===== config.mk =====
export PLATFORM = sky130hd
export DESIGN_NAME = uart_port
export DESIGN_NICKNAME = d
export VERILOG_FILES = /design/src/rtl/uart_pkg.sv /design/src/rtl/uart_rx_fifo.sv /design/src/rtl/uart_port.sv
export SDC_FILE = /design/constraint.sdc
export NUM_CORES = 1
export LEC_CHECK = 0
export ABC_AREA = 1
export CAP_MARGIN = 25
export CORE_ASPECT_RATIO = 1.25
export CORE_UTILIZATION = 57
export CTS_CLUSTER_SIZE = 20
export DETAILED_ROUTE_END_ITERATION = 8
export PLACE_DENSITY = 0.82
export SYNTH_ARGS = -nofsm -noshare
export SYNTH_HDL_FRONTEND = slang
export SYNTH_HIERARCHICAL = 1
export SYNTH_SLANG_ARGS = --single-unit

===== constraint.sdc =====
create_clock -name clk -period 2.58 [get_ports clk]
set_input_delay 0.516 -clock clk [delete_from_list [all_inputs] [get_ports clk]]
set_output_delay 0.516 -clock clk [all_outputs]
set_load 0.01 [all_outputs]

===== src/rtl/uart_pkg.sv =====
// uart_pkg: types and constants shared by the uart_port transmitter,
// receiver and receive buffer.
package uart_pkg;

  // Serial frame phases; both the TX and RX FSMs walk through these.
  typedef enum logic [1:0] {
    IDLE  = 2'd0,
    START = 2'd1,
    DATA  = 2'd2,
    STOP  = 2'd3
  } uart_state_t;

  // Start bit + 8 data bits + stop bit.
  localparam int UART_FRAME_BITS = 10;

endpackage


===== src/rtl/uart_rx_fifo.sv =====
// uart_rx_fifo: show-ahead byte FIFO for the receive path.
// dout presents the head entry combinationally (0 when empty); a pop takes
// effect at the end of the cycle it is asserted. A push into a full FIFO is
// accepted only when a pop happens in the same cycle.
module uart_rx_fifo #(
  parameter int DEPTH = 4
) (
  input  logic       clk,
  input  logic       reset,
  input  logic       push,
  input  logic       pop,
  input  logic [7:0] din,
  output logic [7:0] dout,
  output logic       empty,
  output logic       full
);

  // Pointer width stays at least one bit so a depth-1 buffer still elaborates.
  localparam int PW = (DEPTH > 1) ? $clog2(DEPTH) : 1;
  localparam int CW = $clog2(DEPTH + 1);

  logic [7:0]    mem [2**PW];
  logic [PW-1:0] wr_ptr;
  logic [PW-1:0] rd_ptr;
  logic [CW-1:0] count;
  logic          do_push;
  logic          do_pop;

  // Wrap explicitly at DEPTH-1 so a depth of 1 never addresses a spare slot.
  function automatic logic [PW-1:0] ptr_inc(input logic [PW-1:0] p);
    return (p == PW'(DEPTH - 1)) ? '0 : p + PW'(1);
  endfunction

  assign empty   = (count == '0);
  assign full    = (count == CW'(DEPTH));
  assign do_pop  = pop && !empty;
  assign do_push = push && (!full || do_pop);
  assign dout    = empty ? 8'h00 : mem[rd_ptr];

  // Storage array; contents are don't-care until written.
  always_ff @(posedge clk) begin
    if (do_push) mem[wr_ptr] <= din;
  end

  // Pointer and occupancy bookkeeping.
  always_ff @(posedge clk or posedge reset) begin
    if (reset) begin
      wr_ptr <= '0;
      rd_ptr <= '0;
      count  <= '0;
    end else begin
      if (do_push) wr_ptr <= ptr_inc(wr_ptr);
      if (do_pop)  rd_ptr <= ptr_inc(rd_ptr);
      case ({do_push, do_pop})
        2'b10:   count <= count + CW'(1);
        2'b01:   count <= count - CW'(1);
        default: count <= count;
      endcase
    end
  end

endmodule


===== src/rtl/uart_port.sv =====
// uart_port: 8N1 UART transceiver for the CPU I/O port.
// Build option: define UART_RX_FIFO_EN for an RX_DEPTH-entry receive FIFO;
// without it the receive buffer is a single holding register.
//
// Handshakes: uart0_wr is a one-cycle strobe accepted only while
// tx_ready=1 (otherwise dropped). uart0_rd pops the show-ahead head when
// rx_valid=1; the popped byte is the one on uart0_data during that cycle.
module uart_port
  import uart_pkg::*;
#(
  parameter int CLKS_PER_BIT = 417,
  parameter int RX_DEPTH     = 4
) (
  input  logic        clk,
  input  logic        reset,
  input  logic        uart0_wr,
  input  logic [7:0]  uart_w,
  input  logic        uart0_rd,
  output logic [7:0]  uart0_data,
  output logic        rx_valid,
  output logic        tx_ready,
  output logic        rx_overrun,
  output logic        rx_ferr,
  output logic        uart_txd,
  input  logic        uart_rxd,
  output uart_state_t tx_state,
  output uart_state_t rx_state
);

  localparam int CNT_W = $clog2(CLKS_PER_BIT);
  localparam logic [CNT_W-1:0] BIT_LAST  = CNT_W'(CLKS_PER_BIT - 1);
  localparam logic [CNT_W-1:0] HALF_LAST = CNT_W'(CLKS_PER_BIT / 2 - 1);

`ifdef UART_RX_FIFO_EN
  localparam int FIFO_DEPTH = RX_DEPTH;
`else
  // Holding-register build: RX_DEPTH has no effect on the buffer size.
  localparam int FIFO_DEPTH = (RX_DEPTH > 0) ? 1 : 1;
`endif

  // ---------------- transmitter ----------------
  logic [CNT_W-1:0] tx_cnt;
  logic [2:0]       tx_bit;
  logic [7:0]       tx_sh;

  // TX FSM: shifts the latched byte out LSB first, one bit per baud period.
  always_ff @(posedge clk or posedge reset) begin
    if (reset) begin
      tx_state <= IDLE;
      tx_cnt   <= '0;
      tx_bit   <= '0;
      tx_sh    <= '0;
      uart_txd <= 1'b1;
      tx_ready <= 1'b1;
    end else begin
      case (tx_state)
        IDLE: begin
          if (uart0_wr) begin
            tx_sh    <= uart_w;
            tx_cnt   <= '0;
            uart_txd <= 1'b0;
            tx_ready <= 1'b0;
            tx_state <= START;
          end
        end
        START: begin
          if (tx_cnt == BIT_LAST) begin
            tx_cnt   <= '0;
            tx_bit   <= '0;
            uart_txd <= tx_sh[0];
            tx_sh    <= {1'b0, tx_sh[7:1]};
            tx_state <= DATA;
          end else begin
            tx_cnt <= tx_cnt + CNT_W'(1);
          end
        end
        DATA: begin
          if (tx_cnt == BIT_LAST) begin
            tx_cnt <= '0;
            if (tx_bit == 3'd7) begin
              uart_txd <= 1'b1;
              tx_state <= STOP;
            end else begin
              tx_bit   <= tx_bit + 3'd1;
              uart_txd <= tx_sh[0];
              tx_sh    <= {1'b0, tx_sh[7:1]};
            end
          end else begin
            tx_cnt <= tx_cnt + CNT_W'(1);
          end
        end
        STOP: begin
          if (tx_cnt == BIT_LAST) begin
            tx_cnt   <= '0;
            tx_ready <= 1'b1;
            tx_state <= IDLE;
          end else begin
            tx_cnt <= tx_cnt + CNT_W'(1);
          end
        end
        default: tx_state <= IDLE;
      endcase
    end
  end

  // ---------------- receiver ----------------
  logic [1:0]       rx_sync;
  logic             rxd_s;
  logic             rx_fall;
  logic [CNT_W-1:0] rx_cnt;
  logic [2:0]       rx_bit;
  logic [7:0]       rx_sh;
  logic             rx_stop_sample;
  logic             rx_push;
  logic             rx_ferr_evt;
  logic             rx_overrun_evt;
  logic             fifo_empty;
  logic             fifo_full;

  // Two-flop synchronizer for the asynchronous serial input; idles high.
  always_ff @(posedge clk or posedge reset) begin
    if (reset) rx_sync <= 2'b11;
    else       rx_sync <= {rx_sync[0], uart_rxd};
  end

  assign rxd_s   = rx_sync[1];
  // Falling edge seen one stage early so the start search begins promptly.
  assign rx_fall = rx_sync[1] & ~rx_sync[0];

  assign rx_stop_sample = (rx_state == STOP) && (rx_cnt == BIT_LAST);
  assign rx_push        = rx_stop_sample && rxd_s;
  assign rx_ferr_evt    = rx_stop_sample && !rxd_s;
  // When full, the head is valid, so uart0_rd is guaranteed to free a slot.
  assign rx_overrun_evt = rx_push && fifo_full && !uart0_rd;

  // RX FSM: validates the start bit at half a bit, then samples bit centres.
  always_ff @(posedge clk or posedge reset) begin
    if (reset) begin
      rx_state <= IDLE;
      rx_cnt   <= '0;
      rx_bit   <= '0;
      rx_sh    <= '0;
    end else begin
      case (rx_state)
        IDLE: begin
          if (rx_fall) begin
            rx_cnt   <= '0;
            rx_state <= START;
          end
        end
        START: begin
          if (rx_cnt == HALF_LAST) begin
            rx_cnt <= '0;
            rx_bit <= '0;
            rx_state <= rxd_s ? IDLE : DATA;
          end else begin
            rx_cnt <= rx_cnt + CNT_W'(1);
          end
        end
        DATA: begin
          if (rx_cnt == BIT_LAST) begin
            rx_cnt <= '0;
            rx_sh  <= {rxd_s, rx_sh[7:1]};
            if (rx_bit == 3'd7) rx_state <= STOP;
            else                rx_bit   <= rx_bit + 3'd1;
          end else begin
            rx_cnt <= rx_cnt + CNT_W'(1);
          end
        end
        STOP: begin
          if (rx_cnt == BIT_LAST) begin
            rx_cnt   <= '0;
            rx_state <= IDLE;
          end else begin
            rx_cnt <= rx_cnt + CNT_W'(1);
          end
        end
        default: rx_state <= IDLE;
      endcase
    end
  end

  // Sticky error flags: any read clears them, a coincident set wins.
  always_ff @(posedge clk or posedge reset) begin
    if (reset) begin
      rx_overrun <= 1'b0;
      rx_ferr    <= 1'b0;
    end else begin
      if (rx_overrun_evt)  rx_overrun <= 1'b1;
      else if (uart0_rd)   rx_overrun <= 1'b0;
      if (rx_ferr_evt)     rx_ferr    <= 1'b1;
      else if (uart0_rd)   rx_ferr    <= 1'b0;
    end
  end

  uart_rx_fifo #(
    .DEPTH (FIFO_DEPTH)
  ) u_rx_fifo (
    .clk   (clk),
    .reset (reset),
    .push  (rx_push),
    .pop   (uart0_rd),
    .din   (rx_sh),
    .dout  (uart0_data),
    .empty (fifo_empty),
    .full  (fifo_full)
  );

  assign rx_valid = !fifo_empty;

endmodule

==> reports/qor.yml <==
outcome:
  outcome: "completed"
clock_tree:
  cts_setup_buffers: 0
  cts_max_level: 3
  clk_path_buf_depth: 2
  cts_sinks: 59
  ctsHoldBuffers: 0
  cts_tree: "built"
  cts-buffers-inserted: 9
  path_clk_slew_ns: 0.08
  cts_resized: 0
  clock_latency_ns: 0.35
  root_buffer: "clkbuf_8"
synth:
  synth_edf_count: 8
  ys_ff_latch: 59
  synth_area_um2: 3052
  ys_seq_area_share_pct: 49.86
  yosysWarnings: 6
  postSynthCellCount: 362
  synth_flop_cell: "dfrtp_1"
  ys_types: 32
  synthArstFlopShare_pct: 86.44
  synth.avg_cell_area_um2: 8.430
  synth_fp_nets: 388
worst_setup_path:
  critPathArrivalTime_ns: 1.62
  crit_type: "flip-flop to output port"
  crit_path_max_fanout: 11
  critPathCaptureType: "output port"
  critPathLaunchType: "flip-flop"
  crit_required_ns: 2.06
sta:
  fmax_ghz: 0.4690
  clock_skew_ns: 0.007227
  tns_ns: 0
  final_max_slew_viol_count: 0
  hold_viol_final: 0
  fin_ws_ns: 0.4476
  rsz0062_at_grt: "false"
  finalSetupViolCount: 0
  tightest_slew_ns: 0.6177
  hold_ws_ns: 0.3399
  max_slew_margin_pct: 58.82
  fin_crit_sh_pct: 82.65
  layout_min_cycle_time_ns: 2.132
layout:
  fin_nets: 426
  drive_gt1_share_pct: 12.10
  layout_commonest_cell: "nand2_1"
  final_area_um2: 3630
  syn2layout_area_growth_pct: 18.94
  final_cell_mix: "nand2_1 (98), inv_1 (50), dfrtp_1 (47)"
  diodes: 0
power_and_ir_drop:
  p_clk_share_pct: 27.3
  report.power.total_w: 0.003539
  pwr-share-seq_pct: 35.7
  intPower_w: 0.002167
  power_switching_w: 0.001372
  combinationalPowerShare_pct: 37.1
  power_density_nw_per_um2: 974.9
  power_leakage_nw: 1.771
  p_sw_share_pct: 38.76
  peakVddDrop_mv: 0.8165
route:
  wire_per_inst_um: 12.13
  drc_errors: 0
  drtPass1Iterations: 4
  routed_wl_mm: 5.666
  drtAntennaViolNets: 0
  drt_iter0_markers: 117
  vias: 2455
  drt-vias-per-instance: 5.257
worst_hold_path:
  hold_path.class: "input port to async pin"
placed_design:
  gp_congestion: 0.8565
  placed_area_um2: 3406
  hpwl_mm: 4.009
  pre_cts_ws_ns: 0.7108
  io_buffer_count: 29
flow_run:
  drv_cap: 0
floorplan:
  start_util_pct: 59.65
  pin_count: 30
  die_area_um2: 5652
  die_x_um: 67.45
  fp.dieH_um: 83.81
  num_rows: 29
  core_area_um2: 5116
global_routing:
  grt_max_degree: 51
  antenna_found_initial: 0
  track_usage_pct: 23.38
  first_global_vias: 2357
  gr-total-overflow: 0
  grt_pass1_wl_mm: 9.818
[cells by family after synthesis]
kind of cell / Yosys count / synth area share [%]
AO/OA/AOI/OAI: 51 / 9.430
XOR/XNOR: 7 / 2.009
adder cells (fa/ha/maj): 13 / 5.330
buffers and inverters: 65 / 8.569
flip-flops: 59 / 49.86
multiplexers: 1 / 0.3690
AND/OR/NAND/NOR: 166 / 24.44
[Yosys cell counts (2+ instances only)]
cell type	count	area, um^2
o22ai_1	8	50.05
buf_2	2	10.01
nand3_1	28	140.1
nand4_1	4	25.02
o21ai_2	4	35.03
edfxtp_1	8	240.2
nor3_1	2	10.01
dfstp_2	4	105.1
inv_2	9	33.78
xor2_1	5	43.79
xnor2_1	2	17.52
o21ai_1	6	30.03
o21ai_0	17	85.08
a21oi_1	13	65.06
inv_1	51	191.4
nor2_1	22	82.58
nand2_4	3	33.78
nand2_1	98	367.9
dfrtp_1	47	1176
ha_1	13	162.7
nand2_2	2	12.51
nor2_4	3	33.78
buf_6	2	22.52
[flip-flops by register name (all words and copies together) (netlist names), named ones only]
name	count
u_rx_fifo/full	1
rx_overrun	1
tx_bit	3
rx_cnt	9
tx_state	2
tx_ready	1
uart_txd	1
tx_cnt	9
u_rx_fifo/mem	8
rx_ferr	1
tx_sh	8
rx_sync	2
rx_state	1
rx_bit	3
rx_sh	8
[metrics by stage]
step,utilization [%],instances
2_1_floorplan,-,362
3_3_place_gp,66.57,451
3_5_place_dp,66.57,451
4_1_cts,70.95,467
5_1_grt,70.95,467
6_report,70.95,467
[power groups by stage]
| stage | sequential, W | combinational [W] | clock, W |
|---|---|---|---|
| floorplan | 0.00127 | 0.00101 | 0 |
| global placement | 0.00127 | 0.00127 | 0 |
| detailed placement | 0.00128 | 0.00131 | 0 |
| CTS | 0.00126 | 0.00132 | 0.000975 |
| global route | 0.00128 | 0.00152 | 0.00101 |
| finish | 0.00126 | 0.00131 | 0.000965 |
[layout make-up]
| class | count | area, um^2 |
|---|---|---|
| Clock buffer | 9 | 123.9 |
| Clock inverter | 7 | 100.1 |
| Fill cell | 390 | 1486 |
| Inverter | 60 | 225.2 |
| Multi-Input combinational cell | 238 | 1269 |
| Sequential cell | 59 | 1521 |
| Tap cell | 62 | 77.57 |
| Timing Repair Buffer | 32 | 312.8 |
[worst max-delay path, stage by stage, from the launching register on]
cell	delay, ns
dfrtp_1	0.55
nand2_1	0.10
inv_1	0.08
clkdlybuf4s50_1	0.54
[path summary, 6_finish.rpt]
check / to / cells past startpoint / slack, ns / startpoint
min reg2reg: rx_sync[1] / 0 / 0.38 / rx_sync[0]
min in group clk: rx_sync[1] / 0 / 0.38 / rx_sync[0]
max: uart0_data[4] / 3 / 0.45 / u_rx_fifo/full
max in group asynchronous: tx_sh[4] / 3 / 1.49 / reset
min: u_rx_fifo/full / 2 / 0.34 / reset
max reg2reg: u_rx_fifo/mem[0][4] / 11 / 0.71 / rx_cnt[0]
[metal layers]
metal	share of wire (%)	GRT usage, %	up-vias
met5	0	0	-
met4	2.8	13.93	0
met3	4.2	4.918	16
met2	51	37.27	72
met1	42	28.25	1137
li1	-	-	1230
No activity file was read; power rests on OpenSTA's default activity.
